**src/rtl/btn_event_arbiter_pkg.sv**
```systemverilog
// Shared types and helpers for the button event arbiter.
package btn_event_arbiter_pkg;

  // Arbiter states: waiting for a pending event, or offering one downstream.
  typedef enum logic {
    IDLE  = 1'b0,
    OFFER = 1'b1
  } arb_state_t;

  // Width of a channel index for n channels (never narrower than 1 bit).
  function automatic int unsigned idx_w(input int unsigned n);
    return (n < 2) ? 1 : $clog2(n);
  endfunction

endpackage

```
**src/rtl/btn_conditioner.sv**
```systemverilog
// One input channel: 2-FF synchronizer, debounce filter and rising-edge detect.
module btn_conditioner #(
  parameter int unsigned DEB_CYCLES = 16
) (
  input  logic clk,
  input  logic rst_n,
  input  logic in,
  output logic rise
);

  localparam int unsigned CW = (DEB_CYCLES < 2) ? 1 : $clog2(DEB_CYCLES);
  localparam logic [CW-1:0] CNT_MAX = CW'(DEB_CYCLES - 1);

  logic          s1;
  logic          s2;
  logic          stable;
  logic          stable_d;
  logic [CW-1:0] cnt;

  // Two-stage synchronizer for the asynchronous pin level.
  always_ff @(posedge clk or negedge rst_n) begin
    if (!rst_n) begin
      s1 <= 1'b0;
      s2 <= 1'b0;
    end else begin
      s1 <= in;
      s2 <= s1;
    end
  end

  // Accept a new level only after it has persisted for DEB_CYCLES cycles.
  always_ff @(posedge clk or negedge rst_n) begin
    if (!rst_n) begin
      stable <= 1'b0;
      cnt    <= '0;
    end else if (s2 == stable) begin
      cnt <= '0;
    end else if (cnt == CNT_MAX) begin
      stable <= s2;
      cnt    <= '0;
    end else begin
      cnt <= cnt + CW'(1);
    end
  end

  // Delayed copy of the debounced level for edge detection.
  always_ff @(posedge clk or negedge rst_n) begin
    if (!rst_n) begin
      stable_d <= 1'b0;
    end else begin
      stable_d <= stable;
    end
  end

  // Rising edge of the debounced level; falling edges are ignored.
  assign rise = stable & ~stable_d;

endmodule

```
**src/rtl/btn_event_arbiter.sv**
```systemverilog
// Conditions N button inputs, latches presses as pending events and offers
// them one at a time in round-robin order over a valid/ready handshake.
module btn_event_arbiter
  import btn_event_arbiter_pkg::*;
#(
  parameter  int unsigned N          = 4,
  parameter  int unsigned DEB_CYCLES = 16,
  localparam int unsigned IW         = idx_w(N)
) (
  input  logic          clk,
  input  logic          rst_n,
  input  logic [N-1:0]  in,
  output logic          evt_valid,
  output logic [IW-1:0] evt_id,
  input  logic          evt_ready,
  output logic [N-1:0]  evt_drop,
  output logic [N-1:0]  pending
);

  localparam logic [IW-1:0] LAST_ID = IW'(N - 1);

  logic [N-1:0]  rise;
  logic [N-1:0]  clr;
  logic [N-1:0]  pending_d;
  logic [N-1:0]  drop_d;
  logic          hs;
  logic          found;
  logic [IW-1:0] pick;
  logic [IW-1:0] cand;
  arb_state_t    state_q;
  arb_state_t    state_d;
  logic [IW-1:0] ptr_q;
  logic [IW-1:0] ptr_d;
  logic          valid_d;
  logic [IW-1:0] id_d;

  // Per-channel synchronizer, debounce and edge detect.
  for (genvar g = 0; g < N; g++) begin : g_cond
    btn_conditioner #(
      .DEB_CYCLES(DEB_CYCLES)
    ) u_cond (
      .clk  (clk),
      .rst_n(rst_n),
      .in   (in[g]),
      .rise (rise[g])
    );
  end

  assign hs = evt_valid & evt_ready;

  // Pending flag update: a rise wins over a same-cycle clear; rise on a held flag is a drop.
  always_comb begin
    clr = '0;
    if (hs) begin
      clr[evt_id] = 1'b1;
    end
    pending_d = rise | (pending & ~clr);
    drop_d    = rise & pending & ~clr;
  end

  // Pending flags and registered drop pulses.
  always_ff @(posedge clk or negedge rst_n) begin
    if (!rst_n) begin
      pending  <= '0;
      evt_drop <= '0;
    end else begin
      pending  <= pending_d;
      evt_drop <= drop_d;
    end
  end

  // Round-robin search: first pending channel starting at ptr_q.
  always_comb begin
    found = 1'b0;
    pick  = '0;
    cand  = '0;
    for (int unsigned k = 0; k < N; k++) begin
      cand = IW'((32'(ptr_q) + k) % N);
      if (!found && pending[cand]) begin
        found = 1'b1;
        pick  = cand;
      end
    end
  end

  // Arbiter next state and registered offer outputs.
  always_comb begin
    state_d = state_q;
    ptr_d   = ptr_q;
    valid_d = evt_valid;
    id_d    = evt_id;
    case (state_q)
      IDLE: begin
        if (found) begin
          state_d = OFFER;
          valid_d = 1'b1;
          id_d    = pick;
        end
      end
      OFFER: begin
        if (evt_ready) begin
          state_d = IDLE;
          valid_d = 1'b0;
          ptr_d   = (evt_id == LAST_ID) ? '0 : evt_id + IW'(1);
        end
      end
      default: begin
        state_d = IDLE;
        valid_d = 1'b0;
      end
    endcase
  end

  // Arbiter state, pointer and offer registers.
  always_ff @(posedge clk or negedge rst_n) begin
    if (!rst_n) begin
      state_q   <= IDLE;
      ptr_q     <= '0;
      evt_valid <= 1'b0;
      evt_id    <= '0;
    end else begin
      state_q   <= state_d;
      ptr_q     <= ptr_d;
      evt_valid <= valid_d;
      evt_id    <= id_d;
    end
  end

endmodule

```
**config.mk**
```make
export PLATFORM = sky130hd
export DESIGN_NAME = btn_event_arbiter
export DESIGN_NICKNAME = d
export VERILOG_FILES = /design/src/rtl/btn_event_arbiter_pkg.sv /design/src/rtl/btn_conditioner.sv /design/src/rtl/btn_event_arbiter.sv
export SDC_FILE = /design/constraint.sdc
export NUM_CORES = 1
export LEC_CHECK = 0
export CAP_MARGIN = 20
export CORE_MARGIN = 2
export CORE_UTILIZATION = 50
export CTS_CLUSTER_SIZE = 25
export DETAILED_ROUTE_END_ITERATION = 10
export PLACE_DENSITY = 0.71
export SETUP_SLACK_MARGIN = 0.05
export SLEW_MARGIN = 10
export SYNTH_ARGS = -nofsm -noshare
export SYNTH_HDL_FRONTEND = slang
export SYNTH_SLANG_ARGS = --single-unit
```
**constraint.sdc**
```tcl
create_clock -name clk -period 1.8 [get_ports clk]
set_input_delay 0.27 -clock clk [delete_from_list [all_inputs] [get_ports clk]]
set_output_delay 0.27 -clock clk [all_outputs]
set_load 0.01 [all_outputs]
```
==> results.toml <==
[worst_setup_path]
cp_data_arrival_time_ps = 1400
crit_path_top_delay_cell = "clkdlybuf4s50_1"
required_ps = 1530
slowest_delay_ps = 570
crit_buf_inv = 1
path_cells = "clkdlybuf4s50_1"
crit_start = "pending[2]"
timing.rr.start = "pending[1]"
setup.worst_path.end_class = "primary output"
cpLargestDelayFamily = "buffers and inverters"
path_max_fanout = 6
startpoint_type = "flop"
path_class = "reg -> out"

[route]
via_per_inst = 5.29
drc = 0
post_drt_wl_per_cell_um = 13.2
ant_nets = 0
drtIter0Drc = 93
vias = 1170
wirelength_mm = 2.93
first_pass_iters = 4

[global_routing]
gr-total-overflow = 0
grtUsageTotal_pct = 16.1
grt_pass1_vias = 1095
antenna_found_initial = 0
grt_max_degree = 36
grt_first_pass_wirelength_mm = 5.00

[cells_and_area]
fin_util_pct = 62.5
final_area_um2 = 2120
syn_to_final_growth_pct = 17.6
nFillCells = 261
final_common_cell = "dfrtp_1"
finalNetCount = 189
seq_area_um2 = 1150
diodes = 0
final_cell_mix = "45 x dfrtp_1, 16 x nand2_1, 16 x clkdlybuf4s50_1"
multi_input_area_um2 = 629
drive_gt1_share_pct = 10.3
final_cells = 221

[clocking]
cts_tree = "built"
path_clk_slew_ps = 140
cts_sinks = 46
cts_max_level = 2
numCtsBuffers = 5
cts-root-buf = "clkbuf_4"
clk_latency_ps = 360
clk_path_buf_depth = 2

[synth]
netlist_instances = 148
ys_ff_latch = 46
avgSynthCellArea_um2 = 12.2
yosysSeqAreaShare_pct = 63.8
yosys_warnings = 0
syn-num-nets = 163
synth_cell_type_count = 20
syn-cell-area_um2 = 1800

[floorplan]
coreArea_um2 = 3390
dieArea_um2 = 4100
initial_core_util_pct = 53.2
io_pins = 18
die_x_um = 64.1
fp-row-count = 21
die_h_um = 64.1

[placement]
place_hpwl_mm = 2.08
gp_congestion = 0.774
dpl.cell_count = 212
portBuffers = 17
place_area_um2 = 2050

[worst_hold_path]
hold_class = "in -> reg"
hp-start = "in[0]"

[timing]
worst_pin_slew_ps = 348
drv_slew = 0
period_share_pct = 92.8
max_freq_mhz = 599
hold_viol_final = 0
clock_skew_ps = 13.5
fin_crit_ps = 1670
finalSetupTns_ps = 0
maxSlewHeadroom_pct = 76.6
setup_viol = 0
rsz0062_at_grt = "no"

[power]
power.density_nw_per_um2 = 1160
power_mw = 2.45
ir_drop_mv = 0.581
p_leak_nw = 0.952

[job]
max_cap_viol_count = 0

[outcome]
status = "finished clean"
-- layer usage --
| metal | global-route usage (%) | up-vias | routed length [µm] |
|---|---|---|---|
| met5 | 0 | - | 0 |
| met4 | 5.71 | 0 | 51 |
| met3 | 5.81 | 5 | 152 |
| met2 | 25.1 | 33 | 1420 |
| li1 | - | 550 | - |
| met1 | 20.9 | 582 | 1300 |
-- path summary, 6_finish.rpt --
check / cells past startpoint / slack, ps / end
max in group asynchronous: 3 / 980 / g_cond[3].u_cond.cnt[1]
min in group asynchronous: 2 / 350 / evt_drop[1]
worst max register to register: 4 / 500 / evt_id[1]
worst min-delay path: 1 / 330 / g_cond[0].u_cond.s1
worst max-delay path: 1 / 130 / pending[2]
worst min register to register: 0 / 360 / g_cond[1].u_cond.s2
-- stage by stage --
stage	setup slack, ps	hold WS (ps)
floorplan	628	-25.6
global placement	431	159
detailed placement	398	166
CTS	81.5	311
global route	50.4	284
finish	129	326
-- synth_stat cells --
cell type | number | area, µm²
mux2i_1 | 1 | 10.0
ha_1 | 8 | 100
a311o_1 | 1 | 10.0
nor4_1 | 1 | 6.26
nor2_1 | 10 | 37.5
o31ai_1 | 2 | 15.0
o21ai_0 | 4 | 20.0
mux2_2 | 5 | 56.3
o21ai_2 | 1 | 8.76
nor2b_1 | 4 | 25.0
xnor2_1 | 8 | 70.1
dfrtp_1 | 46 | 1150
nand4b_1 | 4 | 35.0
nand2b_1 | 7 | 43.8
nand2_1 | 16 | 60.1
inv_1 | 6 | 22.5
nor3b_1 | 4 | 30.0
or2_2 | 1 | 6.26
nand3_1 | 8 | 40.0
a21oi_1 | 11 | 55.1
-- cells by family (layout without fill, tap and decap cells) --
kind of cell               Yosys count  in the layout  share of synthesized area (%)
AOI/OAI and AO/OA                   19             19                           6.04
xor gates and xnor gates             8              8                           3.89
adders and majority gates            8              8                           5.55
buffers and inverters                6             33                           1.25
DFF                                 46             46                           63.8
muxes                                6              6                           3.68
and+or+nand+nor                     55             55                           15.8
-- report_power, final --
group | total, mW | switching [mW] | internal, mW
Combinational | 0.612 | 0.292 | 0.320
Clock | 0.500 | 0.340 | 0.159
Sequential | 1.34 | 0.175 | 1.17
-- sequential cells by signal (all words and copies together), names as in the netlist, 2 cells and up --
name,flops
pending,4
g_cond.u_cond.s1,4
evt_drop,4
g_cond.u_cond.s2,4
g_cond.u_cond.stable,4
g_cond.u_cond.stable_d,4
g_cond.u_cond.cnt,16
ptr_q,2
evt_id,2
-- what timing repair did --
| action | CTS | global route |
|---|---|---|
| endpoints found under the hold margin | 11 | 0 |
| resized for setup | 0 | 1 |
| endpoints found under the setup margin | 0 | 1 |
| buffers inserted | 0 | 0 |
| hold buffers | 1 | 0 |
-- layout make-up --
cell class | instances | area share [%]
repair buffers | 19 | 9.21
inverters | 6 | 1.06
flip-flops and latches | 46 | 54.4
clock inverters | 3 | 1.18
well taps | 46 | 2.72
clock buffers | 5 | 1.77
multi-input cells | 96 | 29.7
Power figures use the tool's default switching activity.
